$ cat src/rtl/div_pkg.sv
// Shared definitions for the divider normalisation/alignment block.
package div_pkg;

  localparam int DEFAULT_WIDTH = 32;

  typedef enum logic [1:0] {
    IDLE  = 2'd0,
    SHIFT = 2'd1,
    DONE  = 2'd2
  } state_t;

endpackage

$ cat src/rtl/lzc.sv
// Combinational leading-zero count; an all-zero input yields WIDTH.
module lzc #(
  parameter int WIDTH = 32,
  localparam int SW = $clog2(WIDTH) + 1
) (
  input  logic [WIDTH-1:0] a,
  output logic [SW-1:0]    count
);

  // Ascending scan: the highest set bit is the last to write count.
  always_comb begin
    count = SW'(WIDTH);
    for (int i = 0; i < WIDTH; i++) begin
      if (a[i]) count = SW'(WIDTH - 1 - i);
    end
  end

endmodule

$ cat src/rtl/norm_align.sv
// Divisor alignment: finds the largest k with (alb<<k) <= ala without losing bits,
// either one bit per cycle (FAST=0) or in a single cycle via leading-zero counts (FAST=1).
//
// state | meaning
// IDLE  | waiting for start
// SHIFT | iterative search, one candidate shift per cycle (FAST=0 only)
// DONE  | results valid, one-cycle done pulse
module norm_align
  import div_pkg::*;
#(
  parameter int WIDTH = DEFAULT_WIDTH,
  parameter bit FAST  = 1'b0,
  localparam int SW = $clog2(WIDTH) + 1
) (
  input  logic             clk,
  input  logic             alrst,
  input  logic             start,
  input  logic [WIDTH-1:0] ala,
  input  logic [WIDTH-1:0] alb,
  output logic             busy,
  output logic             done,
  output logic [WIDTH-1:0] shiftb,
  output logic [SW-1:0]    shamt,
  output logic             b_gt_a,
  output logic             div_zero
);

  state_t           state;
  logic [WIDTH-1:0] a_reg;
  logic [WIDTH-1:0] cur;
  logic [SW-1:0]    cnt;

  logic [SW-1:0]    fast_k;
  logic [WIDTH-1:0] fast_shift;

  generate
    if (FAST) begin : g_fast
      logic [SW-1:0]    lz_a;
      logic [SW-1:0]    lz_b;
      logic [SW-1:0]    k0;
      logic [WIDTH-1:0] sh0;
      logic             over;

      lzc #(.WIDTH(WIDTH)) u_lzc_a (.a(ala), .count(lz_a));
      lzc #(.WIDTH(WIDTH)) u_lzc_b (.a(alb), .count(lz_b));

      // Aligning MSBs overshoots by at most one position.
      assign k0         = lz_b - lz_a;
      assign sh0        = alb << k0;
      assign over       = (sh0 > ala);
      assign fast_k     = over ? (k0 - 1'b1) : k0;
      assign fast_shift = over ? (sh0 >> 1) : sh0;
    end else begin : g_slow
      assign fast_k     = '0;
      assign fast_shift = '0;
    end
  endgenerate

  always_ff @(posedge clk) begin
    if (alrst) begin
      state    <= IDLE;
      a_reg    <= '0;
      cur      <= '0;
      cnt      <= '0;
      busy     <= 1'b0;
      done     <= 1'b0;
      shiftb   <= '0;
      shamt    <= '0;
      b_gt_a   <= 1'b0;
      div_zero <= 1'b0;
    end else begin
      done <= 1'b0;
      case (state)
        IDLE: begin
          if (start) begin
            busy <= 1'b1;
            if (alb == '0) begin
              state    <= DONE;
              done     <= 1'b1;
              div_zero <= 1'b1;
              b_gt_a   <= 1'b0;
              shamt    <= '0;
              shiftb   <= '0;
            end else if (alb > ala) begin
              state    <= DONE;
              done     <= 1'b1;
              div_zero <= 1'b0;
              b_gt_a   <= 1'b1;
              shamt    <= '0;
              shiftb   <= alb;
            end else if (FAST) begin
              state    <= DONE;
              done     <= 1'b1;
              div_zero <= 1'b0;
              b_gt_a   <= 1'b0;
              shamt    <= fast_k;
              shiftb   <= fast_shift;
            end else begin
              state <= SHIFT;
              a_reg <= ala;
              cur   <= alb;
              cnt   <= '0;
            end
          end
        end
        SHIFT: begin
          // Stop when the next shift would drop the MSB or exceed the dividend.
          if (cur[WIDTH-1] || ({cur[WIDTH-2:0], 1'b0} > a_reg)) begin
            state    <= DONE;
            done     <= 1'b1;
            div_zero <= 1'b0;
            b_gt_a   <= 1'b0;
            shamt    <= cnt;
            shiftb   <= cur;
          end else begin
            cur <= {cur[WIDTH-2:0], 1'b0};
            cnt <= cnt + 1'b1;
          end
        end
        DONE: begin
          state <= IDLE;
          busy  <= 1'b0;
        end
        default: state <= IDLE;
      endcase
    end
  end

endmodule

$ cat config.mk
export PLATFORM = sky130hd
export DESIGN_NAME = norm_align
export DESIGN_NICKNAME = d
export VERILOG_FILES = /design/src/rtl/div_pkg.sv /design/src/rtl/lzc.sv /design/src/rtl/norm_align.sv
export SDC_FILE = /design/constraint.sdc
export NUM_CORES = 1
export LEC_CHECK = 0
export BUFFER_PORTS_ARGS = -buffer_cell sky130_fd_sc_hd__buf_4
export CAP_MARGIN = 20
export CORE_ASPECT_RATIO = 2
export CORE_MARGIN = 4
export CORE_UTILIZATION = 50
export CTS_BUF_LIST = sky130_fd_sc_hd__clkbuf_16
export DETAILED_ROUTE_END_ITERATION = 6
export GPL_ROUTABILITY_DRIVEN = 1
export PLACE_DENSITY = 0.74
export RECOVER_POWER = 50
export SYNTH_ARGS = -nofsm -noshare
export SYNTH_HDL_FRONTEND = slang
export SYNTH_SLANG_ARGS = --single-unit
$ cat constraint.sdc
create_clock -name clk -period 2.62 [get_ports clk]
set_input_delay 0.131 -clock clk [delete_from_list [all_inputs] [get_ports clk]]
set_output_delay 0.131 -clock clk [all_outputs]
set_load 0.05 [all_outputs]
## Word-level counts from Yosys, hierarchy flattened

Cells that the tools add are included.

- Bits in registers: 114
- Input port bits: 67
- Output and inout port bits: 42
- Logic and storage cells: 74

- Add/sub/neg operators: 1
- Order comparisons: 2
- Eq/ne operators: 8
- Mux-type cells: 41
- Bitwise gates (word level): 2
- Reductions and logical operators: 10

Operators by type and width:

| kind | number |
|---|---|
| 2-to-1 mux 32 bit | 8 |
| one-hot mux 32 bit (2 select lines) | 2 |
| > comparator 32 bit | 2 |
| 2-to-1 mux 6 bit | 8 |
| zero test 32 bit | 1 |
| one-hot mux 6 bit (2 select lines) | 2 |
| 2-to-1 mux 1 bit | 12 |
| inequality test 2 bit (second input constant) | 5 |
| 2-to-1 mux 2 bit | 4 |
| one-hot mux 1 bit (2 select lines) | 4 |
| AND reduction 4 bit | 2 |
| adder 6 x 1 -> 6 bit (second input constant) | 1 |
| AND reduction 5 bit | 1 |
| one-hot mux 2 bit (2 select lines) | 1 |
| AND reduction 2 bit | 2 |
| nonzero test 2 bit | 2 |
| inequality test 3 bit (second input constant) | 1 |
| equality test 2 x 1 -> 1 bit (second input constant) | 1 |
| equality test 2 bit (second input constant) | 1 |
| zero test 2 bit | 1 |
| inverter 1 bit | 2 |
| logical OR 1 bit | 1 |

## Longest topological paths before layout

Gate-level depths: netlist of the first run.

- Depth after elaboration: 5
- Depth in mapped cells: 11
- Gate-level depth less buffers: 9

## Least setup slack after synthesis of the first run

No wires, ideal clock.

- Path type: register -> register
- Start point: reg a_reg[14]
- End point: reg shiftb[26]
- Setup time: 0.134 ns
- Data arrival time: 2.321 ns
- Required time: 2.486 ns
- Slack: 0.166 ns
- Cell stages (with the launch flop): 12
- Buffers on the path: 2
- Clock period less this slack: 2.454 ns
- Path through: dfxtp_1 -> inv_1 -> ha_1 -> nand4_1 -> nor4_1 -> nor2b_1 -> or3_1 -> a22o_1 -> buf_2 -> buf_1 -> a31oi_1 -> a311oi_1

- Cells in the longest elaborated chain, start to end: 4

RTL lines:

| element | line | source |
|---|---|---|
| start, declared | norm_align.sv:29 | `logic [WIDTH-1:0] a_reg;` |
| start signal, assigned | norm_align.sv:100 | `a_reg <= ala;` |
| > comparator 32 bit | norm_align.sv:108 | `if (cur[WIDTH-1] \|\| ({cur[WIDTH-2:0], 1'b0} > a_reg)) begin` |
| logical OR 1 bit | norm_align.sv:108 |  |
| inequality test 2 bit (no source line) | -- |  |
| AND reduction 4 bit (no source line) | -- |  |
| end signal, assigned | norm_align.sv:90 | `shiftb <= alb;` |
| end signal, assigned | norm_align.sv:97 | `shiftb <= fast_shift;` |
| end signal, assigned | norm_align.sv:114 | `shiftb <= cur;` |
| end, declared | norm_align.sv:22 | `output logic [WIDTH-1:0] shiftb,` |

No other way between the ends.
A chain may end at the register's enable or synchronous reset.

## Worst setup path in the final report of the first run

- Start point: in ala[1]
- End point: reg cur[6]

- Cells in the longest elaborated chain, start to end: 3

RTL lines:

| element | line | source |
|---|---|---|
| start, declared | norm_align.sv:18 | `input logic [WIDTH-1:0] ala,` |
| > comparator 32 bit | norm_align.sv:84 | `end else if (alb > ala) begin` |
| inequality test 2 bit (no source line) | -- |  |
| AND reduction 5 bit (no source line) | -- |  |
| end signal, assigned | norm_align.sv:101 | `cur <= alb;` |
| end signal, assigned | norm_align.sv:116 | `cur <= {cur[WIDTH-2:0], 1'b0};` |
| end, declared | norm_align.sv:30 | `logic [WIDTH-1:0] cur;` |

No other way between the ends.

==> flow_metrics.env, run 1 <==
export IMPL_clk_pin_slew_ns=0.05
export IMPL_setup_viol=33
export IMPL_timing_final_ws_setup_ns=-0.1627
export IMPL_nets=1075
export IMPL_htree_num_levels=4
export IMPL_initial_core_util=0.5127
export IMPL_fp_dieW_um=87.31
export IMPL_gpl_final_weighted_congestion=0.8626
export IMPL_yosysTopAreaCellShare=0.3628
export IMPL_end_kind="register"
export IMPL_std_cell_rows=57
export IMPL_coreArea_mm2=0.01227
export IMPL_synth_edf_count=0
export IMPL_status="finished, violations left"
export IMPL_slew_violations=0
export IMPL_fmax_ghz=0.3594
export IMPL_syn_avg_cell_area_um2=8.169
export IMPL_async_flop_share=0
export IMPL_numCtsBuffers=17
export IMPL_vias=7157
export IMPL_layout_drive_gt1_share=0.2884
export IMPL_finalWirelength_um=24030
export IMPL_grt_pass1_vias=7015
export IMPL_grt_antenna_before_repair=0
export IMPL_drcViolationCount=0
export IMPL_grt_pass1_wl_um=34480
export IMPL_r2r_slack_ns=-0.12
export IMPL_synth_warnings=0
export IMPL_die_h_um=166.6
export IMPL_die_area_mm2=0.01455
export IMPL_drt_initial_drc_count=626
export IMPL_irDropWorstVdd_mv=0.8219
export IMPL_hp_class="primary input to register"
export IMPL_maxCapViolations=0
export IMPL_path_class="primary input to register"
export IMPL_timing_rr_start="a_reg[6]"
export IMPL_hp_start="ala[19]"
export IMPL_finClkSkew_ns=0.01065
export IMPL_clockBufferDepth=2
export IMPL_drtPass1Iterations=6
export IMPL_whs_ns=0.006698
export IMPL_ys_ff_latch=114
export IMPL_antenna_cells=0
export IMPL_final_common_cell="nand2_1"
export IMPL_detail_route_antenna_nets=0
export IMPL_post_synth_num_cell_types=50
export IMPL_crit_arrival_ns=3.07
export IMPL_syn_area_mm2=0.006290
export IMPL_tritoncts="done"
export IMPL_synth_flop_cell="dfxtp_1"
export IMPL_synth_fp_nets=901
export IMPL_yosys_top_cells_area="dfxtp_1 36%, ha_1 13%, a311oi_1 9.1%"
export IMPL_relSlewSlack=0.5665
export IMPL_cts_sinks=114
export IMPL_hold_violations=0
export IMPL_clk_latency_ns=0.42
export IMPL_fin_crit_sh=1.062
export IMPL_hold_depth=3
export IMPL_critical_path_required_ns=2.90
export IMPL_port_buffers=108
export IMPL_syn_instance_count=770
export IMPL_synth_top_cell_by_area="dfxtp_1"
export IMPL_tightest_slew_ns=0.6531
export IMPL_grt_start_max_net_pins=107
export IMPL_grt_usage=0.3000
export IMPL_most_common_layout_cells="150 x nand2_1, 114 x buf_4, 91 x dfxtp_1"
export IMPL_routedWlPerCell_um=21.76
export IMPL_place_hpwl_um=15680
export IMPL_cp_max_fo=6
export IMPL_final_core_util=0.7355
export IMPL_overflow=0
export IMPL_start_kind="primary input"
export IMPL_cts_root_buf="clkbuf_16"
export IMPL_r2r_cells=12
export IMPL_pin_count=109
export IMPL_layout_area_overhead_vs_synth_pct=43.45
export IMPL_yosysSeqAreaShare=0.3628
export IMPL_routed_via_density=6.483
export IMPL_violations="setup timing"
export IMPL_rsz0062_at_grt="yes"
export IMPL_min_to="a_reg[19]"
export IMPL_p_leak_nw=3.578
export IMPL_p_per_area_mw_per_mm2=1297
export IMPL_period_minus_slack_ns=2.783
export IMPL_r2r_end="cur[6]"
-- stage by stage --
step | total power, W | area [µm²] | std cells | setup TNS [ns] | setup slack [ns]
2_1_floorplan | 0.006192 | 6290 | 770 | 0 | 0.1655
3_3_place_gp | 0.008223 | 7597 | 1033 | -12.39 | -0.2615
3_5_place_dp | 0.008417 | 7597 | 1033 | -18.03 | -0.3214
4_1_cts | 0.01082 | 8623 | 1096 | -0.04742 | -0.01847
5_1_grt | 0.01223 | 9022 | 1104 | -5.582 | -0.2356
6_report | 0.01170 | 9022 | 1104 | -0.8473 | -0.1627
-- per-layer routing --
layer	GRT usage	wire, µm	up-vias
li1	-	-	3192
met1	0.3025	7764	3353
met2	0.5371	12420	460
met3	0.05536	1740	152
met4	0.1984	2102	0
met5	0	0	-
-- layout make-up --
class | count | area [µm²]
sequential | 114 | 2311
clock inverter | 15 | 105.1
multi-input combinational | 537 | 4050
fill | 890 | 3244
inverter | 66 | 247.7
tap | 147 | 183.9
timing repair buffer | 208 | 1699
clock buffer | 17 | 425.4
-- worst max-delay path: stages --
cell,delay [ns]
dlygate4sd3_1,0.53
buf_4,0.11
inv_1,0.03
ha_1,0.28
nor2b_1,0.13
o211ai_1,0.35
a21o_1,0.24
a311oi_4,0.15
nor4_4,0.33
buf_6,0.20
clkbuf_16,0.17
nor3_1,0.06
a311oi_1,0.35
-- logic make-up (layout without fill, tap and decap cells) --
group,after synthesis,count (layout),synth area share
AND/OR/NAND/NOR,264,264,0.1963
AO/OA/AOI/OAI,208,208,0.2339
buffers and inverters,119,306,0.07818
flip-flops,114,114,0.3628
adder cells (fa/ha/maj),64,64,0.1273
XOR/XNOR,1,1,0.001393
-- worst max-delay path by stage --
stage | slack [ns] | from | end | depth (start not counted)
after floorplan | 0.17 | a_reg[14] | shiftb[26] | 11
after global placement | -0.26 | alb[31] | shiftb[12] | 10
after detailed placement | -0.32 | alb[31] | shiftb[11] | 10
after CTS | -0.02 | a_reg[7] | shiftb[1] | 12
after global routing | -0.24 | a_reg[5] | cur[6] | 12
final | -0.16 | ala[1] | cur[6] | 13
-- what timing repair did --
item	CTS	global route
hold buffers	30	0
pin swaps	14	47
setup buffers	1	4
endpoints found under the setup margin	66	91
gates resized for setup	36	85
cloned	0	4
hold endpoints to repair	35	0
-- power by group --
part | internal [W] | total [W] | switching, W
combinational | 0.00267 | 0.00674 | 0.00407
sequential | 0.00234 | 0.00287 | 0.000531
clock | 0.00127 | 0.00209 | 0.000817
-- cell usage after synthesis, drive strengths merged, types with 4 or more instances --
cell type	n
a211oi	4
a21oi	68
a311oi	66
a31oi	32
buf	23
clkbuf	30
dfxtp	114
ha	64
inv	66
nand2	151
nand2b	5
nand3	15
nand4	17
nor2	13
nor3	38
nor4	12
o21ai	12
o31ai	6
No activity file was read; power rests on OpenSTA's default activity.
==> inputs of run 2 (changes only) <==
Settings changed: GPL_TIMING_DRIVEN from default to 0.
==> flow_metrics.env, run 2 (same netlist as run 1, synthesis figures left out) <==
export IMPL_status="finished, violations left"
export IMPL_violations="setup timing"
export IMPL_whs_ns=0.02549
export IMPL_layout_area_overhead_vs_synth_pct=48.42
export IMPL_finClkSkew_ns=0.007446
export IMPL_path_class="primary input to register"
export IMPL_grt_pass1_vias=7158
export IMPL_end_kind="register"
export IMPL_cp_max_fo=10
export IMPL_hold_violations=0
export IMPL_coreArea_mm2=0.01227
export IMPL_fin_crit_sh=1.075
export IMPL_relSlewSlack=0.2205
export IMPL_tritoncts="done"
export IMPL_std_cell_rows=57
export IMPL_final_core_util=0.7610
export IMPL_routedWlPerCell_um=22.37
export IMPL_cp_startpoint="alb[31]"
export IMPL_place_hpwl_um=17000
export IMPL_clk_latency_ns=0.42
export IMPL_die_h_um=166.6
export IMPL_finalWirelength_um=24830
export IMPL_drcViolationCount=0
export IMPL_grt_pass1_wl_um=36270
export IMPL_nets=1081
export IMPL_fmax_ghz=0.3551
export IMPL_timing_rr_start="a_reg[26]"
export IMPL_antenna_cells=0
export IMPL_cp_slowest_cell="nor4_4"
export IMPL_tightest_slew_ns=1.169
export IMPL_die_area_mm2=0.01455
export IMPL_htree_num_levels=4
export IMPL_p_leak_nw=3.665
export IMPL_drt_initial_drc_count=452
export IMPL_critPathMaxStageDelay_ns=0.44
export IMPL_setup_viol=104
export IMPL_clockBufferDepth=2
export IMPL_start_kind="primary input"
export IMPL_crit_arrival_ns=3.13
export IMPL_gpl_final_weighted_congestion=0.9470
export IMPL_clk_pin_slew_ns=0.05
export IMPL_initial_core_util=0.5127
export IMPL_drtPass1Iterations=7
export IMPL_fp_dieW_um=87.31
export IMPL_r2r_end="shiftb[10]"
export IMPL_most_common_layout_cells="150 x nand2_1, 102 x dfxtp_1, 101 x buf_4"
export IMPL_fillCellCount=836
export IMPL_numCtsBuffers=17
export IMPL_setup_tns_ns=-8.970
export IMPL_timing_final_ws_setup_ns=-0.1958
export IMPL_port_buffers=107
export IMPL_overflow=0
export IMPL_irDropWorstVdd_mv=0.8146
export IMPL_pin_count=109
export IMPL_routed_via_density=6.482
export IMPL_slew_violations=0
export IMPL_rsz0062_at_grt="yes"
export IMPL_final_common_cell="nand2_1"
export IMPL_cts_sinks=114
export IMPL_r2r_slack_ns=-0.19
export IMPL_cts_root_buf="clkbuf_16"
export IMPL_cp_cell_sequence="buf_4 -> ha_1 -> nand4_1 -> nor4_4 -> nand4_1 -> a311o_1 -> nand3_1 -> buf_4 -> a31oi_2 -> a311oi_1"
export IMPL_r2r_cells=11
export IMPL_maxCapViolations=0
export IMPL_p_per_area_mw_per_mm2=1357
export IMPL_power_w=0.01267
export IMPL_detail_route_antenna_nets=0
export IMPL_grt_usage=0.3228
export IMPL_grt_antenna_before_repair=0
export IMPL_period_minus_slack_ns=2.816
export IMPL_grt_start_max_net_pins=17
export IMPL_layout_drive_gt1_share=0.2845
export IMPL_critical_path_required_ns=2.93
export IMPL_hp_class="primary input to register"
export IMPL_vias=7195
export IMPL_crit_end="shiftb[3]"
## run 2: critical path: cells and delay by family
kind | cells | cell delay, ns
compound gates | 3 | 0.87
simple gates | 4 | 1.36
fa+ha+maj | 1 | 0.31
buf+inv | 2 | 0.45
## run 2: timing repair
item                                    CTS  global route
resized for setup                        86            94
endpoints found under the setup margin  111           110
gates cloned                              1             3
hold buffers                             31             0
hold endpoints to repair                 31             0
pin swaps                                24            32
buffers inserted                          7            12
## run 2: area by class of cell
| class | count | area [µm²] | area share |
|---|---|---|---|
| multi-input combinational | 537 | 4239 | 0.4541 |
| timing repair buffer | 161 | 1266 | 0.1356 |
| tap | 147 | 183.9 | 0.01970 |
| clock inverter | 15 | 262.8 | 0.02815 |
| inverter | 66 | 247.7 | 0.02654 |
| buffer | 53 | 412.9 | 0.04423 |
| sequential | 114 | 2297 | 0.2461 |
| clock buffer | 17 | 425.4 | 0.04557 |
## run 2: worst min-delay path by stage
stage,from,end,cells past startpoint
after global routing,alb[0],cur[0],3
after CTS,ala[11],a_reg[11],3
final,ala[11],a_reg[11],3
after detailed placement,ala[24],a_reg[24],3
after floorplan,ala[10],a_reg[10],2
after global placement,ala[2],a_reg[2],3
## run 2: layer usage
| metal | vias up | track usage | share of wire |
|---|---|---|---|
| li1 | 3213 | - | - |
| met5 | - | 0 | 0 |
| met3 | 153 | 0.06426 | 0.074 |
| met4 | 0 | 0.2358 | 0.083 |
| met1 | 3403 | 0.3180 | 0.32 |
| met2 | 426 | 0.5716 | 0.52 |
## run 2: per-stage QoR
step	setup slack [ns]	cells	instance area [µm²]
2_1_floorplan	0.1655	770	6290
3_3_place_gp	-0.5386	1024	7277
3_5_place_dp	-0.5983	1024	7277
4_1_cts	-0.008280	1095	8780
5_1_grt	-0.2532	1110	9335
6_report	-0.1958	1110	9335
## run 2: power breakdown
part           internal (W)  switching [W]  leakage, nW
clock network       0.00187       0.000877        0.338
logic               0.00275        0.00428         2.38
registers           0.00233       0.000560        0.941
total               0.00695        0.00572         3.66
